$ cat config.mk
export PLATFORM = sky130hd
export DESIGN_NAME = mem_access_stage
export DESIGN_NICKNAME = d
export VERILOG_FILES = /design/src/rtl/riscv_defs_pkg.sv /design/src/rtl/load_align.sv /design/src/rtl/mem_access_stage.sv
export SDC_FILE = /design/constraint.sdc
export NUM_CORES = 1
export LEC_CHECK = 0
export ABC_AREA = 0
export CAP_MARGIN = 20
export CORE_UTILIZATION = 46
export CTS_BUF_LIST = sky130_fd_sc_hd__clkbuf_2
export DETAILED_ROUTE_END_ITERATION = 8
export PLACE_DENSITY = 0.83
export SLEW_MARGIN = 10
export SYNTH_ARGS = -nofsm -noshare
export SYNTH_HDL_FRONTEND = slang
export SYNTH_SLANG_ARGS = --single-unit
$ cat constraint.sdc
create_clock -name clk -period 2.2 [get_ports clk]
set_input_delay 0.66 -clock clk [delete_from_list [all_inputs] [get_ports clk]]
set_output_delay 0.66 -clock clk [all_outputs]
set_load 0.01 [all_outputs]
$ cat src/rtl/riscv_defs_pkg.sv
// Shared load/store funct3 codes, FSM state encoding and store/address helpers.
// Latency: n/a (types, constants and pure functions only).
// Backpressure: n/a.
package riscv_defs_pkg;

  // Load funct3 codes
  localparam logic [2:0] F3_LB  = 3'b000;
  localparam logic [2:0] F3_LH  = 3'b001;
  localparam logic [2:0] F3_LW  = 3'b010;
  localparam logic [2:0] F3_LBU = 3'b100;
  localparam logic [2:0] F3_LHU = 3'b101;
  // Store funct3 codes
  localparam logic [2:0] F3_SB  = 3'b000;
  localparam logic [2:0] F3_SH  = 3'b001;
  localparam logic [2:0] F3_SW  = 3'b010;

  // Access size lives in funct3[1:0] for both loads and stores
  localparam logic [1:0] SZ_BYTE = 2'b00;
  localparam logic [1:0] SZ_HALF = 2'b01;
  localparam logic [1:0] SZ_WORD = 2'b10;

  typedef enum logic [1:0] {
    ST_IDLE = 2'b00,
    ST_REQ  = 2'b01,
    ST_WAIT = 2'b10
  } state_t;

  // Clear the low address bits that would break natural alignment.
  function automatic logic [31:0] align_addr(input logic [31:0] addr, input logic [1:0] size);
    case (size)
      SZ_HALF: return {addr[31:1], 1'b0};
      SZ_WORD: return {addr[31:2], 2'b00};
      default: return addr;
    endcase
  endfunction

  function automatic logic is_misaligned(input logic [1:0] size, input logic [1:0] off);
    case (size)
      SZ_HALF: return off[0];
      SZ_WORD: return (off != 2'b00);
      default: return 1'b0;
    endcase
  endfunction

  // Replicate narrow store data across the word so any lane can pick it up.
  function automatic logic [31:0] store_data(input logic [1:0] size, input logic [31:0] data);
    case (size)
      SZ_BYTE: return {4{data[7:0]}};
      SZ_HALF: return {2{data[15:0]}};
      default: return data;
    endcase
  endfunction

  function automatic logic [3:0] store_strb(input logic [1:0] size, input logic [1:0] off);
    case (size)
      SZ_BYTE: return 4'b0001 << off;
      SZ_HALF: return off[1] ? 4'b1100 : 4'b0011;
      default: return 4'b1111;
    endcase
  endfunction

endpackage

$ cat src/rtl/load_align.sv
// Extracts the addressed byte/half from a read word and sign/zero-extends it.
// Latency: combinational, 0 cycles.
// Backpressure: none; pure function of inputs.
// Ports: rdata (raw memory word), funct3 (load code), offset (addr[1:0]), data (aligned result).
module load_align
  import riscv_defs_pkg::*;
(
  input  logic [31:0] rdata,
  input  logic [2:0]  funct3,
  input  logic [1:0]  offset,
  output logic [31:0] data
);

  logic [7:0]  sel_byte;
  logic [15:0] sel_half;
  logic        sext;

  always_comb begin
    sel_byte = 8'h00;
    case (offset)
      2'd0:    sel_byte = rdata[7:0];
      2'd1:    sel_byte = rdata[15:8];
      2'd2:    sel_byte = rdata[23:16];
      default: sel_byte = rdata[31:24];
    endcase
  end

  assign sel_half = offset[1] ? rdata[31:16] : rdata[15:0];
  // funct3[2] marks the unsigned variants (LBU/LHU)
  assign sext     = ~funct3[2];

  always_comb begin
    data = rdata;
    case (funct3[1:0])
      SZ_BYTE: data = {{24{sext & sel_byte[7]}}, sel_byte};
      SZ_HALF: data = {{16{sext & sel_half[15]}}, sel_half};
      default: data = rdata;
    endcase
  end

endmodule

$ cat src/rtl/mem_access_stage.sv
// Memory-access pipeline stage: captures one EX instruction, runs a req/gnt/rvalid data-memory access, emits a registered WB beat.
// Latency: ALU-only 1 cycle; store 1 + gnt wait + 1 (min 2); load min 3 cycles from accept to wb_valid.
// Backpressure: ex_ready is high only in IDLE; EX is stalled while a memory access is outstanding.
// Ports: ex_* (instruction from EX, valid/ready), dmem_* (request/grant/response memory port),
//        wb_* (single-cycle writeback beat), mem_misalign (misaligned-access pulse).
// Build option: MEM_MISALIGN_TRAP_EN -- trap misaligned accesses instead of truncating the address.
module mem_access_stage
  import riscv_defs_pkg::*;
#(
  parameter int DMEM_AW = 32
) (
  input  logic               clk,
  input  logic               rst_n,
  input  logic               ex_valid,
  output logic               ex_ready,
  input  logic [31:0]        ex_alu_result,
  input  logic [31:0]        ex_rs2_data,
  input  logic [4:0]         ex_rd,
  input  logic [2:0]         ex_funct3,
  input  logic               ex_mem_read,
  input  logic               ex_mem_write,
  input  logic               ex_reg_write,
  output logic               dmem_req,
  output logic               dmem_we,
  output logic [DMEM_AW-1:0] dmem_addr,
  output logic [31:0]        dmem_wdata,
  output logic [3:0]         dmem_wstrb,
  input  logic               dmem_gnt,
  input  logic               dmem_rvalid,
  input  logic [31:0]        dmem_rdata,
  output logic               wb_valid,
  output logic               wb_reg_write,
  output logic [4:0]         wb_rd,
  output logic [31:0]        wb_data,
  output logic               mem_misalign
);

  state_t      state;
  logic [2:0]  funct3_q;
  logic [1:0]  off_q;
  logic [4:0]  rd_q;
  logic        reg_write_q;

  logic        accept;
  logic        acc_mem;
  logic        acc_write;
  logic [31:0] addr_nat;
  logic        trap;
  logic [31:0] load_data;

  assign ex_ready  = (state == ST_IDLE);
  assign accept    = ex_valid & ex_ready;
  assign acc_mem   = ex_mem_read | ex_mem_write;
  // Read wins when both control bits are set
  assign acc_write = ex_mem_write & ~ex_mem_read;
  assign addr_nat  = align_addr(ex_alu_result, ex_funct3[1:0]);

`ifdef MEM_MISALIGN_TRAP_EN
  assign trap = acc_mem & is_misaligned(ex_funct3[1:0], ex_alu_result[1:0]);

  always_ff @(posedge clk or negedge rst_n) begin
    if (!rst_n) begin
      mem_misalign <= 1'b0;
    end else begin
      mem_misalign <= accept & trap;
    end
  end
`else
  assign trap         = 1'b0;
  assign mem_misalign = 1'b0;
`endif

  load_align u_load_align (
    .rdata  (dmem_rdata),
    .funct3 (funct3_q),
    .offset (off_q),
    .data   (load_data)
  );

  always_ff @(posedge clk or negedge rst_n) begin
    if (!rst_n) begin
      state        <= ST_IDLE;
      funct3_q     <= 3'b000;
      off_q        <= 2'b00;
      rd_q         <= 5'd0;
      reg_write_q  <= 1'b0;
      dmem_req     <= 1'b0;
      dmem_we      <= 1'b0;
      dmem_addr    <= '0;
      dmem_wdata   <= 32'h0;
      dmem_wstrb   <= 4'b0000;
      wb_valid     <= 1'b0;
      wb_reg_write <= 1'b0;
      wb_rd        <= 5'd0;
      wb_data      <= 32'h0;
    end else begin
      wb_valid <= 1'b0;
      case (state)
        ST_IDLE: begin
          if (accept) begin
            if (trap) begin
              // Retire without touching memory; the address goes out as data for fault reporting
              wb_valid     <= 1'b1;
              wb_reg_write <= 1'b0;
              wb_rd        <= ex_rd;
              wb_data      <= ex_alu_result;
            end else if (acc_mem) begin
              funct3_q    <= ex_funct3;
              off_q       <= addr_nat[1:0];
              rd_q        <= ex_rd;
              reg_write_q <= ex_reg_write;
              dmem_req    <= 1'b1;
              dmem_we     <= acc_write;
              dmem_addr   <= DMEM_AW'({addr_nat[31:2], 2'b00});
              dmem_wdata  <= store_data(ex_funct3[1:0], ex_rs2_data);
              dmem_wstrb  <= acc_write ? store_strb(ex_funct3[1:0], addr_nat[1:0]) : 4'b0000;
              state       <= ST_REQ;
            end else begin
              wb_valid     <= 1'b1;
              wb_reg_write <= ex_reg_write;
              wb_rd        <= ex_rd;
              wb_data      <= ex_alu_result;
            end
          end
        end
        ST_REQ: begin
          if (dmem_gnt) begin
            dmem_req <= 1'b0;
            dmem_we  <= 1'b0;
            if (dmem_we) begin
              wb_valid     <= 1'b1;
              wb_reg_write <= 1'b0;
              wb_rd        <= rd_q;
              state        <= ST_IDLE;
            end else begin
              state <= ST_WAIT;
            end
          end
        end
        ST_WAIT: begin
          if (dmem_rvalid) begin
            wb_valid     <= 1'b1;
            wb_reg_write <= reg_write_q;
            wb_rd        <= rd_q;
            wb_data      <= load_data;
            state        <= ST_IDLE;
          end
        end
        default: state <= ST_IDLE;
      endcase
    end
  end

endmodule

==> impl_results.md <==
* Asr flop ratio synth at 1.000
* P per Cell Area at 1331 nW/um^2
* Cell Count, Final, Fillers Out at 1,021
* Placed Area at 8667 sq um
* Worst Path Buf+Inv at 2
* Area Growth Syn to Fin at 50.44%
* Critical path's slowest cell: dfrtp_1
* Share of layout cells above drive strength 1 at 0.2226
* Worst vdd ir at 0.0008666 V
* Root Driver: clkbuf_2
* Clk slew on worst S/H paths at 170 ps
* IO Port Bufs at 219
* CP endpoint kind: output port
* Die width at 116.1 microns
* Status: complete, no violations
* Clock period minus worst slack at 2115 ps
* Final hold vios at 0
* Finished Cell Area at around 9000 sq um
* Max_cap viols at 0
* Cells after DPL at 963
* Synth cell types at between 50 and 60
* Reg-to-reg slack, setup at 230 ps
* Register Area at between 3000 and 4000 sq um
* Detailed-route DRC error count at 0
* Worst path arrival time at 1450 ps
* First-pass GRT wire length at approximately 30,000 microns
* H-tree levels at 4
* Core area at 12,670 sq um
* Seq/Total Area, Yosys at 0.5019
* Reg2reg path depth at 8
* Final setup viols at 0
* Register bit count reported by yosys at 120
* Leakage at 4.007 nW
* Die area at 13,470 sq um
* WL final at 18,860 microns
* Synth Flop Type: dfrtp_1
* Post-route ant nets at 0
* Max FO, Critical Path at 3
* Vias in the first global route at 5,756
* Wirelength per Cell at 18.47 microns
* Final period util at 0.9612
* Post-synth EDFFs at 0
* Footprint of the multi-input gates at 2748 sq um
* Max-slew violations at 0
* PnR worst setup slack at 85.40 ps
* Worst-Skew Late Latency at 700 ps
* Total CTS buffers at 17
* Setup crit start kind: flip-flop
* Max incr delay on CP at 440 ps
* Gr usage total at 0.2912
* Clock tree buffer depth at 2
* Worst min-delay path class: in -> async
* Initial antenna violation count at 0
* Top delay family on crit path: flip-flops
* Critical Path Start: state[0]
* Post-route setup TNS at 0 ps
* CTS sink cnt at 120
* Vias per std cell at 5.525
* CTS tree: yes
* Largest net degree at the start of global routing at 57
* Setup Skew at approximately 33 ps
* Critical-path cell list: inv_2, ha_4, buf_6
* DR vias at 5,641
* Fillcell total at 996
* CP Class: reg -> out
* Count of warnings emitted by yosys at 0
* Synth Instances at 565
* Post-synthesis cell area at 5983 sq um
* Post-Place Setup Slack at -470.0 ps
* Layout Nets at around 960
* RSZ-0062 raised after global routing: yes
* DR iter-0 viols at 421
* ANT cells at 0
* Worst Path Required at 1540 ps
* Fmax at 472.9 MHz
* Die H at 116.1 microns
* Initial Util at 0.4722
* Detailed Routing Iterations Pass 1 at 5
* FF-to-FF Start: state[0]
* Final GP Congestion at 0.8721
* Reg2reg end: wb_data[26]
* Site row count at between 40 and 50
* Post-DP HPWL at 14,370 microns
* IO Pins at 223
* GR Overflow Total at 0
* Avg Cell Area, Syn at 10.59 sq um
repair_timing:
| item | 4_1_cts | 5_1_grt |
|---|---|---|
| setup endpoints to repair | 108 | 10 |
| setup buffers | 21 | 6 |
| endpoints found under the hold margin | 24 | 0 |
| pin swaps | 0 | 1 |
| hold buffers | 1 | 0 |
| resized for setup | 117 | 9 |
placed cells by master (no fill, tap or decap), drive strengths merged, types with 5 or more instances in the layout:
cell type and instances:
nor2b 9, nor2 39, a22oi 18, inv 12
clkdlybuf4s50 110, a311oi 5, o31ai 5, clkinv 7
ha 7, mux2 54, dlygate4sd2 99, buf 76
o21ai 46, clkdlybuf4s15 8, dfrtp 120, nor3 27
a211oi 22, a21boi 5, clkbuf 19, mux2i 16
a22o 14, nand2 55, a21oi 33
metrics by stage:
| step | total power (W) | hold slack (ps) | utilization |
|---|---|---|---|
| final | 0.01198 | 399.8 | 0.7104 |
| after global routing | 0.01282 | 351.3 | 0.7104 |
| after CTS | 0.01193 | 361.1 | 0.7058 |
| after detailed placement | 0.01091 | 469.8 | 0.6840 |
| after global placement | 0.01061 | 461.8 | 0.6840 |
| after floorplan | 0.007408 | 364.4 | - |
cell type report:
cell class                 count  area share
timing repair buffer         294      0.3064
sequential                   120      0.3338
inverter                      13    0.005421
clock inverter                11     0.01473
multi-input combinational    392      0.3053
clock buffer                  19     0.01056
tap                          172     0.02391
Yosys cell counts (4+ instances only):
cell      instances  area (sq um)
nor2b_1           9         56.30
ha_1              7         87.58
a211oi_2         13         162.7
inv_1            12         45.04
o31ai_1           5         37.54
nor3_1           27         135.1
or3_1             4         25.02
nor2_2           10         62.56
a22o_1           14         122.6
a21boi_0          5         37.54
mux2i_1          16         160.2
a22oi_1          18         135.1
a21oi_1          33         165.2
buf_2             6         30.03
buf_4             4         30.03
nand2_1          55         206.5
mux2_2           54         608.1
o21ai_0          44         220.2
a211oi_1          8         60.06
clkbuf_1         27         101.4
nor2_1           29         108.9
dfrtp_1         120          3003
a311oi_1          5         43.79
how the worst max path moves through the flow:
| stage | end | slack, ps | cells past startpoint |
|---|---|---|---|
| after floorplan | dmem_wdata[23] | 7 | 7 |
| after global placement | wb_rd[0] | -380 | 7 |
| after detailed placement | wb_rd[0] | -470 | 7 |
| after CTS | ex_ready | 10 | 3 |
| after global routing | ex_ready | -50 | 3 |
| final | ex_ready | 90 | 3 |
where the power goes:
part / total (W) / switching, W / internal (W) / leakage (nW)
registers: 0.00395 / 0.000653 / 0.00330 / 1.43
logic: 0.00660 / 0.00322 / 0.00337 / 2.44
clock network: 0.00143 / 0.000815 / 0.000614 / 0.140
worst register-to-register path: stages, from the launching register on:
cell,delay [ps]
dfrtp_1,420
inv_2,80
buf_4,130
ha_1,270
nor2b_2,210
a211o_1,250
buf_4,210
nor3_1,250
a211oi_2,60
layer usage:
layer	vias up	part of all wire	track usage
li1	2600	-	-
met4	0	0.030	0.1222
met5	-	0	0
met2	280	0.48	0.4734
met1	2720	0.40	0.3522
met3	41	0.087	0.1020
cell families after synthesis:
logic type,synth area share
DFF,0.5019
muxes,0.1284
AOI/OAI and AO/OA,0.1976
adders and majority gates,0.01464
and+or+nand+nor,0.1142
other,0.0006268
buffers and inverters,0.04266
registers in the layout, indices dropped and copies added, names as in the netlist:
register	flops
reg_write_q	1
off_q	2
wb_valid	1
funct3_q	3
wb_rd	5
wb_reg_write	1
dmem_addr	30
dmem_wstrb	4
dmem_we	1
wb_data	32
dmem_req	1
dmem_wdata	32
state	2
rd_q	5
Power figures use the tool's default switching activity.
